===== config.mk =====
export PLATFORM = sky130hd
export DESIGN_NAME = seven_seg_mux
export DESIGN_NICKNAME = d
export VERILOG_FILES = /design/src/rtl/seven_seg_mux.sv
export SDC_FILE = /design/constraint.sdc
export NUM_CORES = 1
export LEC_CHECK = 0
export ABC_AREA = 1
export CORE_MARGIN = 5
export CORE_UTILIZATION = 35
export CTS_CLUSTER_DIAMETER = 120
export CTS_CLUSTER_SIZE = 40
export DETAILED_ROUTE_END_ITERATION = 6
export GPL_ROUTABILITY_DRIVEN = 0
export MAX_ROUTING_LAYER = met4
export PLACE_DENSITY = 0.58
export SLEW_MARGIN = 10
export SYNTH_ARGS = -nofsm -noshare
export SYNTH_HDL_FRONTEND = slang
export SYNTH_SLANG_ARGS = --single-unit

===== constraint.sdc =====
create_clock -name i_clk -period 2.65 [get_ports i_clk]
set_input_delay 0.3975 -clock i_clk [delete_from_list [all_inputs] [get_ports i_clk]]
set_output_delay 0.3975 -clock i_clk [all_outputs]
set_load 0.005 [all_outputs]

===== src/rtl/seven_seg_mux.sv =====
// Time-multiplexed hex 7-segment driver with frame-synchronous loading, leading-zero
// suppression, per-digit blanking, PWM brightness, one-cycle dead time and a frame strobe.
module seven_seg_mux #(
    parameter int NUM_DIGITS  = 4,
    parameter int REFRESH_DIV = 262144,
    parameter int BRIGHT_W    = 4,
    parameter bit ACTIVE_LOW  = 1'b1
) (
    input  logic                      i_clk,
    input  logic                      i_rst_n,
    input  logic [4*NUM_DIGITS-1:0]   i_digits,
    input  logic [NUM_DIGITS-1:0]     i_dp,
    input  logic                      i_load,
    input  logic [NUM_DIGITS-1:0]     i_blank_mask,
    input  logic                      i_lz_suppress,
    input  logic [BRIGHT_W-1:0]       i_brightness,
    output logic [NUM_DIGITS-1:0]     o_anode,
    output logic [6:0]                o_seg,
    output logic                      o_dp,
    output logic                      o_frame_done
);

    localparam int CNT_W = $clog2(REFRESH_DIV);
    localparam int IDX_W = (NUM_DIGITS > 1) ? $clog2(NUM_DIGITS) : 1;
    localparam logic [CNT_W-1:0] CNT_LAST = CNT_W'(REFRESH_DIV - 1);
    localparam logic [IDX_W-1:0] IDX_LAST = IDX_W'(NUM_DIGITS - 1);

    logic [CNT_W-1:0]        r_slot_cnt;
    logic [IDX_W-1:0]        r_idx;
    logic [4*NUM_DIGITS-1:0] r_pend_dig;
    logic [NUM_DIGITS-1:0]   r_pend_dp;
    logic                    r_pend_flag;
    logic [4*NUM_DIGITS-1:0] r_shd_dig;
    logic [NUM_DIGITS-1:0]   r_shd_dp;
    logic [NUM_DIGITS-1:0]   r_anode;
    logic [6:0]              r_seg;
    logic                    r_dp;

    logic                    w_slot_wrap;
    logic                    w_frame_end;
    logic [3:0]              w_dig [NUM_DIGITS];
    logic [NUM_DIGITS-1:0]   w_zero_run;
    logic [NUM_DIGITS-1:0]   w_supp;
    logic [NUM_DIGITS-1:0]   w_sel;
    logic [3:0]              w_cur_dig;
    logic                    w_cur_supp;
    logic                    w_cur_dp;
    logic                    w_cur_blank;
    logic [6:0]              w_glyph;
    logic                    w_gate;
    logic [NUM_DIGITS-1:0]   w_anode_act;

    assign w_slot_wrap = (r_slot_cnt == CNT_LAST);
    assign w_frame_end = w_slot_wrap && (r_idx == IDX_LAST);

    always_ff @(posedge i_clk or negedge i_rst_n) begin
        if (!i_rst_n) begin
            r_slot_cnt <= '0;
            r_idx      <= '0;
        end else if (w_slot_wrap) begin
            r_slot_cnt <= '0;
            r_idx      <= (r_idx == IDX_LAST) ? '0 : r_idx + IDX_W'(1);
        end else begin
            r_slot_cnt <= r_slot_cnt + CNT_W'(1);
        end
    end

    // A load landing on the frame boundary bypasses the pending stage entirely.
    always_ff @(posedge i_clk or negedge i_rst_n) begin
        if (!i_rst_n) begin
            r_pend_dig  <= '0;
            r_pend_dp   <= '0;
            r_pend_flag <= 1'b0;
            r_shd_dig   <= '0;
            r_shd_dp    <= '0;
        end else if (w_frame_end) begin
            r_pend_flag <= 1'b0;
            if (i_load) begin
                r_pend_dig <= i_digits;
                r_pend_dp  <= i_dp;
                r_shd_dig  <= i_digits;
                r_shd_dp   <= i_dp;
            end else if (r_pend_flag) begin
                r_shd_dig <= r_pend_dig;
                r_shd_dp  <= r_pend_dp;
            end
        end else if (i_load) begin
            r_pend_dig  <= i_digits;
            r_pend_dp   <= i_dp;
            r_pend_flag <= 1'b1;
        end
    end

    generate
        for (genvar gi = 0; gi < NUM_DIGITS; gi++) begin : g_digit
            assign w_dig[gi]      = r_shd_dig[4*gi +: 4];
            assign w_zero_run[gi] = (r_shd_dig[4*NUM_DIGITS-1:4*gi] == '0);
            assign w_sel[gi]      = (r_idx == IDX_W'(gi));
            if (gi == 0) begin : g_lsd
                assign w_supp[gi] = 1'b0;
            end else begin : g_upper
                assign w_supp[gi] = i_lz_suppress && w_zero_run[gi];
            end
        end
    endgenerate

    always_comb begin
        w_cur_dig   = 4'h0;
        w_cur_supp  = 1'b0;
        w_cur_dp    = 1'b0;
        w_cur_blank = 1'b0;
        for (int i = 0; i < NUM_DIGITS; i++) begin
            if (w_sel[i]) begin
                w_cur_dig   = w_dig[i];
                w_cur_supp  = w_supp[i];
                w_cur_dp    = r_shd_dp[i];
                w_cur_blank = i_blank_mask[i];
            end
        end
    end

    // Segment order {a,b,c,d,e,f,g}, active-high.
    always_comb begin
        w_glyph = 7'h00;
        case (w_cur_dig)
            4'h0: w_glyph = 7'h7E;
            4'h1: w_glyph = 7'h30;
            4'h2: w_glyph = 7'h6D;
            4'h3: w_glyph = 7'h79;
            4'h4: w_glyph = 7'h33;
            4'h5: w_glyph = 7'h5B;
            4'h6: w_glyph = 7'h5F;
            4'h7: w_glyph = 7'h70;
            4'h8: w_glyph = 7'h7F;
            4'h9: w_glyph = 7'h7B;
            4'hA: w_glyph = 7'h77;
            4'hB: w_glyph = 7'h1F;
            4'hC: w_glyph = 7'h4E;
            4'hD: w_glyph = 7'h3D;
            4'hE: w_glyph = 7'h4F;
            4'hF: w_glyph = 7'h47;
            default: w_glyph = 7'h00;
        endcase
    end

    // Phase 0 of every slot is dead time, so the top brightness code is one cycle short of full.
    assign w_gate      = (r_slot_cnt != '0) &&
                         (r_slot_cnt[BRIGHT_W-1:0] <= i_brightness) && !w_cur_blank;
    assign w_anode_act = w_gate ? w_sel : '0;

    always_ff @(posedge i_clk or negedge i_rst_n) begin
        if (!i_rst_n) begin
            r_anode <= {NUM_DIGITS{ACTIVE_LOW}};
            r_seg   <= {7{ACTIVE_LOW}};
            r_dp    <= ACTIVE_LOW;
        end else begin
            r_anode <= w_anode_act ^ {NUM_DIGITS{ACTIVE_LOW}};
            r_seg   <= (w_cur_supp ? 7'h00 : w_glyph) ^ {7{ACTIVE_LOW}};
            r_dp    <= w_cur_dp ^ ACTIVE_LOW;
        end
    end

    assign o_anode      = r_anode;
    assign o_seg        = r_seg;
    assign o_dp         = r_dp;
    assign o_frame_done = w_frame_end;

endmodule


After elaboration in Yosys (flattened, before gate mapping)
Memories as Yosys holds them, arrays and structs flattened.
Index checks and enable logic that the tools add are counted.
{"block": "totals", "ff_bits": 73, "rom_bits": 112, "in_bits": 32, "out_inout_bits": 13, "word_cells": 61, "n_memories": 1}
{"name": "(no name shown)", "words": 16, "word_bits": 7, "read_ports": 1, "rd_ports_with_merged_regs": 0, "wr": 0, "line": "125", "text": "case (w_cur_dig)"}
{"block": "op_classes", "addsub": 2, "magnitude_cmp": 1, "eq_ne": 4, "muxes": 25, "bitwise_logic": 3, "n_reduce_logical": 15}
{"cell": "two-way mux 16 bit", "count": 2}
{"cell": "two-way mux 4 bit", "count": 7}
{"cell": "adder 18 x 1 -> 18 bit (second input constant)", "count": 1}
{"cell": "equality test 18 bit (second input constant)", "count": 1}
{"cell": "two-way mux 18 bit", "count": 1}
{"cell": "nonzero test 18 bit", "count": 1}
{"cell": "two-way mux 1 bit", "count": 13}
{"cell": "logical NOT 12 bit", "count": 1}
{"cell": "logical NOT 8 bit", "count": 1}
{"cell": "two-way mux 7 bit", "count": 1}
{"cell": "inverter 7 bit", "count": 1}
{"cell": "logical AND 1 bit", "count": 6}
{"cell": "equality test 2 bit (second input constant)", "count": 2}
{"cell": "<= comparator 4 bit", "count": 1}
{"cell": "logical NOT 4 bit", "count": 1}
{"cell": "inverter 4 bit", "count": 1}
{"cell": "nonzero test 2 bit", "count": 2}
{"cell": "adder 2 x 1 -> 2 bit (second input constant)", "count": 1}
{"cell": "equality test 2 x 1 -> 1 bit (second input constant)", "count": 1}
{"cell": "logical NOT 2 bit", "count": 1}
{"cell": "two-way mux 2 bit", "count": 1}
{"cell": "AND reduction 2 bit", "count": 1}
{"cell": "logical NOT 1 bit", "count": 1}
{"cell": "inverter 1 bit", "count": 1}

Longest topological paths before layout
{"block": "depth", "ltp_word": 9, "depth_mapped": 14, "depth_no_buf": 13}

Worst setup path after synthesis
Ideal clock, no wire load.
{"block": "synth_path", "path_kind": "reg2reg", "startpoint": "register r_idx[1]", "endpoint": "register r_seg[5], in the netlist o_seg[5]", "setup_ns": 0.061, "arrival_ns": 1.908, "required_ns": 2.589, "slack_ns": 0.681, "path_stages_with_launch": 13, "n_path_buf": 1, "period_less_slack_ns": 1.969, "cell_sequence": "dfrtp_1 > inv_1 > ha_1 > buf_2 > inv_1 > nand3_1 > nand2_1 > a21oi_1 > inv_1 > ha_1 > o21ai_0 > nand2_1 > nand2_1"}
{"block": "synth_via", "elab_chain_cells": 8, "elab_cells_between_ends": 14, "cone_classes": "eq/ne (3); mux (8); bitwise (1); reduce/logical (1); memory (1)"}
{"element": "start, declared", "line": "29", "text": "logic [IDX_W-1:0] r_idx;"}
{"element": "start signal, assigned", "line": "62", "text": "r_idx <= (r_idx == IDX_LAST) ? '0 : r_idx + IDX_W'(1);"}
{"element": "logical NOT 2 bit", "line": "98", "text": "assign w_sel[gi] = (r_idx == IDX_W'(gi));"}
{"element": "two-way mux 4 bit (4 in a row)", "line": "113", "text": "if (w_sel[i]) begin"}
{"element": "memory read (16 x 7 bit)"}
{"element": "two-way mux 7 bit (*)", "line": "158", "text": "r_seg <= (w_cur_supp ? 7'h00 : w_glyph) ^ {7{ACTIVE_LOW}};"}
{"element": "inverter 7 bit (no source line) (*)"}
{"element": "end signal, assigned", "line": "154", "text": "r_seg <= {7{ACTIVE_LOW}};"}
{"element": "end signal, assigned", "line": "158"}
{"element": "end, declared", "line": "36", "text": "logic [6:0] r_seg;"}
Every way passes the cells marked *; elsewhere a longest branch is shown, timed or not.
A chain may end at the register's enable or synchronous reset.

Final worst setup path
Same ends and word-level chain as after synthesis.

==> impl_metrics.py <==
metrics = {
    "power_and_ir_drop": {
        "internal-power_mw": 1.73,
        "switching_share": 0.227,
        "power_mw": 2.24,
        "seq_power_share": 0.513,
        "combPwrFrac": 0.057,
        "max-vdd-ir-drop_v": 0.000521,
        "p_switching_mw": 0.510,
        "cellLeakagePower_nw": 2.37,
        "cellPowerDensity_nw_per_um2": 491,
        "clock_power_share": 0.430,
    },
    "clock_tree": {
        "cts_buffers": 9,
        "cts_tree": "done",
        "postCtsHoldBufs": 0,
        "cts_buffer_depth": 2,
        "clkSlewWorstSetupHoldPaths_ps": 80,
        "clkSinkCount": 73,
        "clock-root-buffer": "clkbuf_8",
        "clock_latency_ps": 360,
        "cts_htree_levels": 3,
    },
    "yosys": {
        "syn-num-nets": 511,
        "ys_seq_area_frac": 0.492,
        "syn_area_sq_um": 3740,
        "syn_inst": 463,
        "yosysWarnings": 0,
        "synth-seq-cells": 73,
        "synth.avg_cell_area_sq_um": 8.09,
        "yosysUniqueCellTypes": 31,
    },
    "die": {
        "coreArea_sq_um": 10400,
        "dieWidth_microns": 113,
        "io_pins": 45,
        "rows": 37,
        "die_area_sq_um": 12900,
        "die_h_microns": 113,
        "start_util": 0.361,
    },
    "critical_path": {
        "path_cells": "inv_1 > ha_1 > inv_1 > nand3_1 > nand2_1 > a21oi_1 > inv_1 > ha_1 > o21ai_0 > nand2_1 > nand2_1",
        "critPathRequiredTime_ps": 2950,
        "crit_type": "register to register",
        "startpoint_type": "register",
        "cpPeakStageDelay_ps": 410,
        "cp_max_fo": 10,
        "critical-path-slowest-cell": "dfrtp_1",
        "critPathTopFamily": "adder cells",
        "end_kind": "register",
        "crit_buf_inv": 3,
        "cp.arrival_ps": 2670,
    },
    "drt": {
        "drt-pass1-iter-count": 4,
        "wl_per_cell_microns": 12.5,
        "finalWirelength_microns": 8150,
        "drt-initial-drc-count": 161,
        "num_vias": 3013,
        "route.detailed.drc": 0,
        "avgViaCountPerCell": 4.61,
        "drtAntennaViolNets": 0,
    },
    "sta": {
        "slew_headroom": 0.440,
        "finalHoldViolations": 0,
        "worst_pin_slew_ps": 837,
        "rsz0062_at_grt": "no",
        "min_period_ps": 2370,
        "setup_violations": 0,
        "fin_skew_ps": 11.0,
        "period_share": 0.893,
        "fin_ws_ps": 284,
        "fin_tns_setup_ps": 0,
        "fmax_mhz": 423,
        "holdWs_ps": 75.0,
        "report.final.slew_viol_count": 0,
    },
    "global_route": {
        "grt_usage": 0.141,
        "grt_pass1_vias": 2991,
        "grt_overflow": 0,
        "grt_pass1_wl_microns": 14000,
        "grt_max_degree": 47,
        "antenna_found_initial": 0,
    },
    "cells_and_area": {
        "final_cells": 653,
        "num_antenna_cells": 0,
        "utilization": 0.441,
        "final_cell_mix": "nand2_1 (172), dfrtp_1 (61), inv_1 (43)",
        "final_area_sq_um": 4570,
        "nFillCells": 1065,
        "area_growth_syn_to_layout_pct": 22.1,
        "drive_gt1_frac": 0.106,
        "mostFrequentLayoutCell": "nand2_1",
        "nNetsFinal": 560,
    },
    "place": {
        "hpwlAfterDp_microns": 5970,
        "io_buffers": 44,
        "pre_cts_slack_ps": 279,
        "place_area_sq_um": 4310,
        "dpl.cell_count": 634,
    },
    "outcome": {
        "status": "completed",
    },
    "job": {
        "maxCapViolCount": 0,
    },
    "hold_path": {
        "worstHoldPathType": "primary input to asynchronous set/reset pin",
    },
}
==> state kept, by name, indices dropped and copies added (netlist names) <==
signal and count:
r_slot_cnt 18, r_pend_dig 16, r_shd_dig 16, o_seg 7, o_anode 4, r_pend_dp 4, r_shd_dp 4, r_idx 2
o_dp 1, r_pend_flag 1
==> power groups by stage <==
stage / clock network, mW / logic, mW / registers, mW
5_1_grt: 1.05 / 0.148 / 1.15
3_5_place_dp: 0 / 0.132 / 1.17
4_1_cts: 1.00 / 0.132 / 1.15
3_3_place_gp: 0 / 0.129 / 1.17
6_report: 0.965 / 0.128 / 1.15
2_1_floorplan: 0 / 0.0436 / 1.17
==> synth_stat cells <==
| cell | count | share of area |
|---|---|---|
| buf_6 | 2 | 0.0060 |
| a21oi_1 | 11 | 0.015 |
| o21bai_1 | 1 | 0.0020 |
| nand4_4 | 1 | 0.0057 |
| nor2_1 | 30 | 0.030 |
| buf_2 | 4 | 0.0053 |
| a22oi_1 | 2 | 0.0040 |
| inv_2 | 2 | 0.0020 |
| clkbuf_1 | 4 | 0.0040 |
| o21ai_0 | 11 | 0.015 |
| nor4_1 | 2 | 0.0033 |
| o22ai_1 | 2 | 0.0033 |
| or2_2 | 3 | 0.0050 |
| nand2_2 | 4 | 0.0067 |
| nor3_2 | 1 | 0.0027 |
| ha_1 | 16 | 0.053 |
| inv_1 | 43 | 0.043 |
| o211ai_1 | 2 | 0.0040 |
| dfstp_2 | 12 | 0.084 |
| nand4_1 | 11 | 0.018 |
| nand2_4 | 1 | 0.0030 |
| nor2_4 | 3 | 0.0090 |
| clkbuf_4 | 2 | 0.0040 |
| and2_1 | 1 | 0.0017 |
| nand2_1 | 173 | 0.17 |
| buf_4 | 2 | 0.0040 |
| nor3_1 | 5 | 0.0067 |
| dfrtp_1 | 61 | 0.41 |
| nand3_1 | 41 | 0.055 |
| xor2_1 | 9 | 0.021 |
| or2_1 | 1 | 0.0017 |
==> cell type report <==
type / instances / area [sq um] / area share
Sequential cell: 73 / 1840 / 0.403
Multi-Input combinational cell: 331 / 1660 / 0.364
Timing Repair Buffer: 52 / 510 / 0.112
Tap cell: 136 / 170 / 0.0372
Inverter: 45 / 169 / 0.0370
Clock buffer: 9 / 124 / 0.0271
Clock inverter: 7 / 93.8 / 0.0205
==> repair_timing <==
| item | in CTS | in global routing |
|---|---|---|
| resized for setup | 2 | 3 |
| pin swaps | 0 | 2 |
| endpoints found under the setup margin | 1 | 1 |
| buffers inserted | 2 | 1 |
==> metal layers <==
layer / global-route usage / part of all wire / vias to the layer above / wire length, microns
li1: - / - / 1566 / -
met1: 0.183 / 0.49 / 1371 / 4010
met2: 0.211 / 0.45 / 69 / 3700
met3: 0.0462 / 0.043 / 7 / 349
met4: 0.0409 / 0.011 / 0 / 93
met5: - / 0 / - / 0
==> cells by family (layout without fill, tap and decap cells) <==
| kind of cell | count (synthesis) | count (layout) | share of synthesized area |
|---|---|---|---|
| and+or+nand+nor | 277 | 277 | 0.322 |
| DFF | 73 | 73 | 0.492 |
| buffers and inverters | 59 | 113 | 0.0685 |
| AOI/OAI and AO/OA | 29 | 29 | 0.0428 |
| adders and majority gates | 16 | 16 | 0.0535 |
| xor gates and xnor gates | 9 | 9 | 0.0211 |
==> final timing paths <==
kind | endpoint | from | slack (ps) | depth (start not counted)
worst min register to register | o_dp$_DFF_PN1_ | r_shd_dp[3]$_DFFE_PN0P_ | 440 | 1
min in group i_clk | o_dp$_DFF_PN1_ | r_shd_dp[3]$_DFFE_PN0P_ | 440 | 1
worst min-delay path | r_slot_cnt[10]$_DFF_PN0_ | i_rst_n | 70 | 1
worst max-delay path | o_seg[5]$_DFF_PN1_ | r_idx[1]$_DFFE_PN0N_ | 280 | 11
worst max register to register | o_seg[5]$_DFF_PN1_ | r_idx[1]$_DFFE_PN0N_ | 280 | 11
max in group asynchronous | o_dp$_DFF_PN1_ | i_rst_n | 1840 | 2
(Power assumes the default switching activity.)
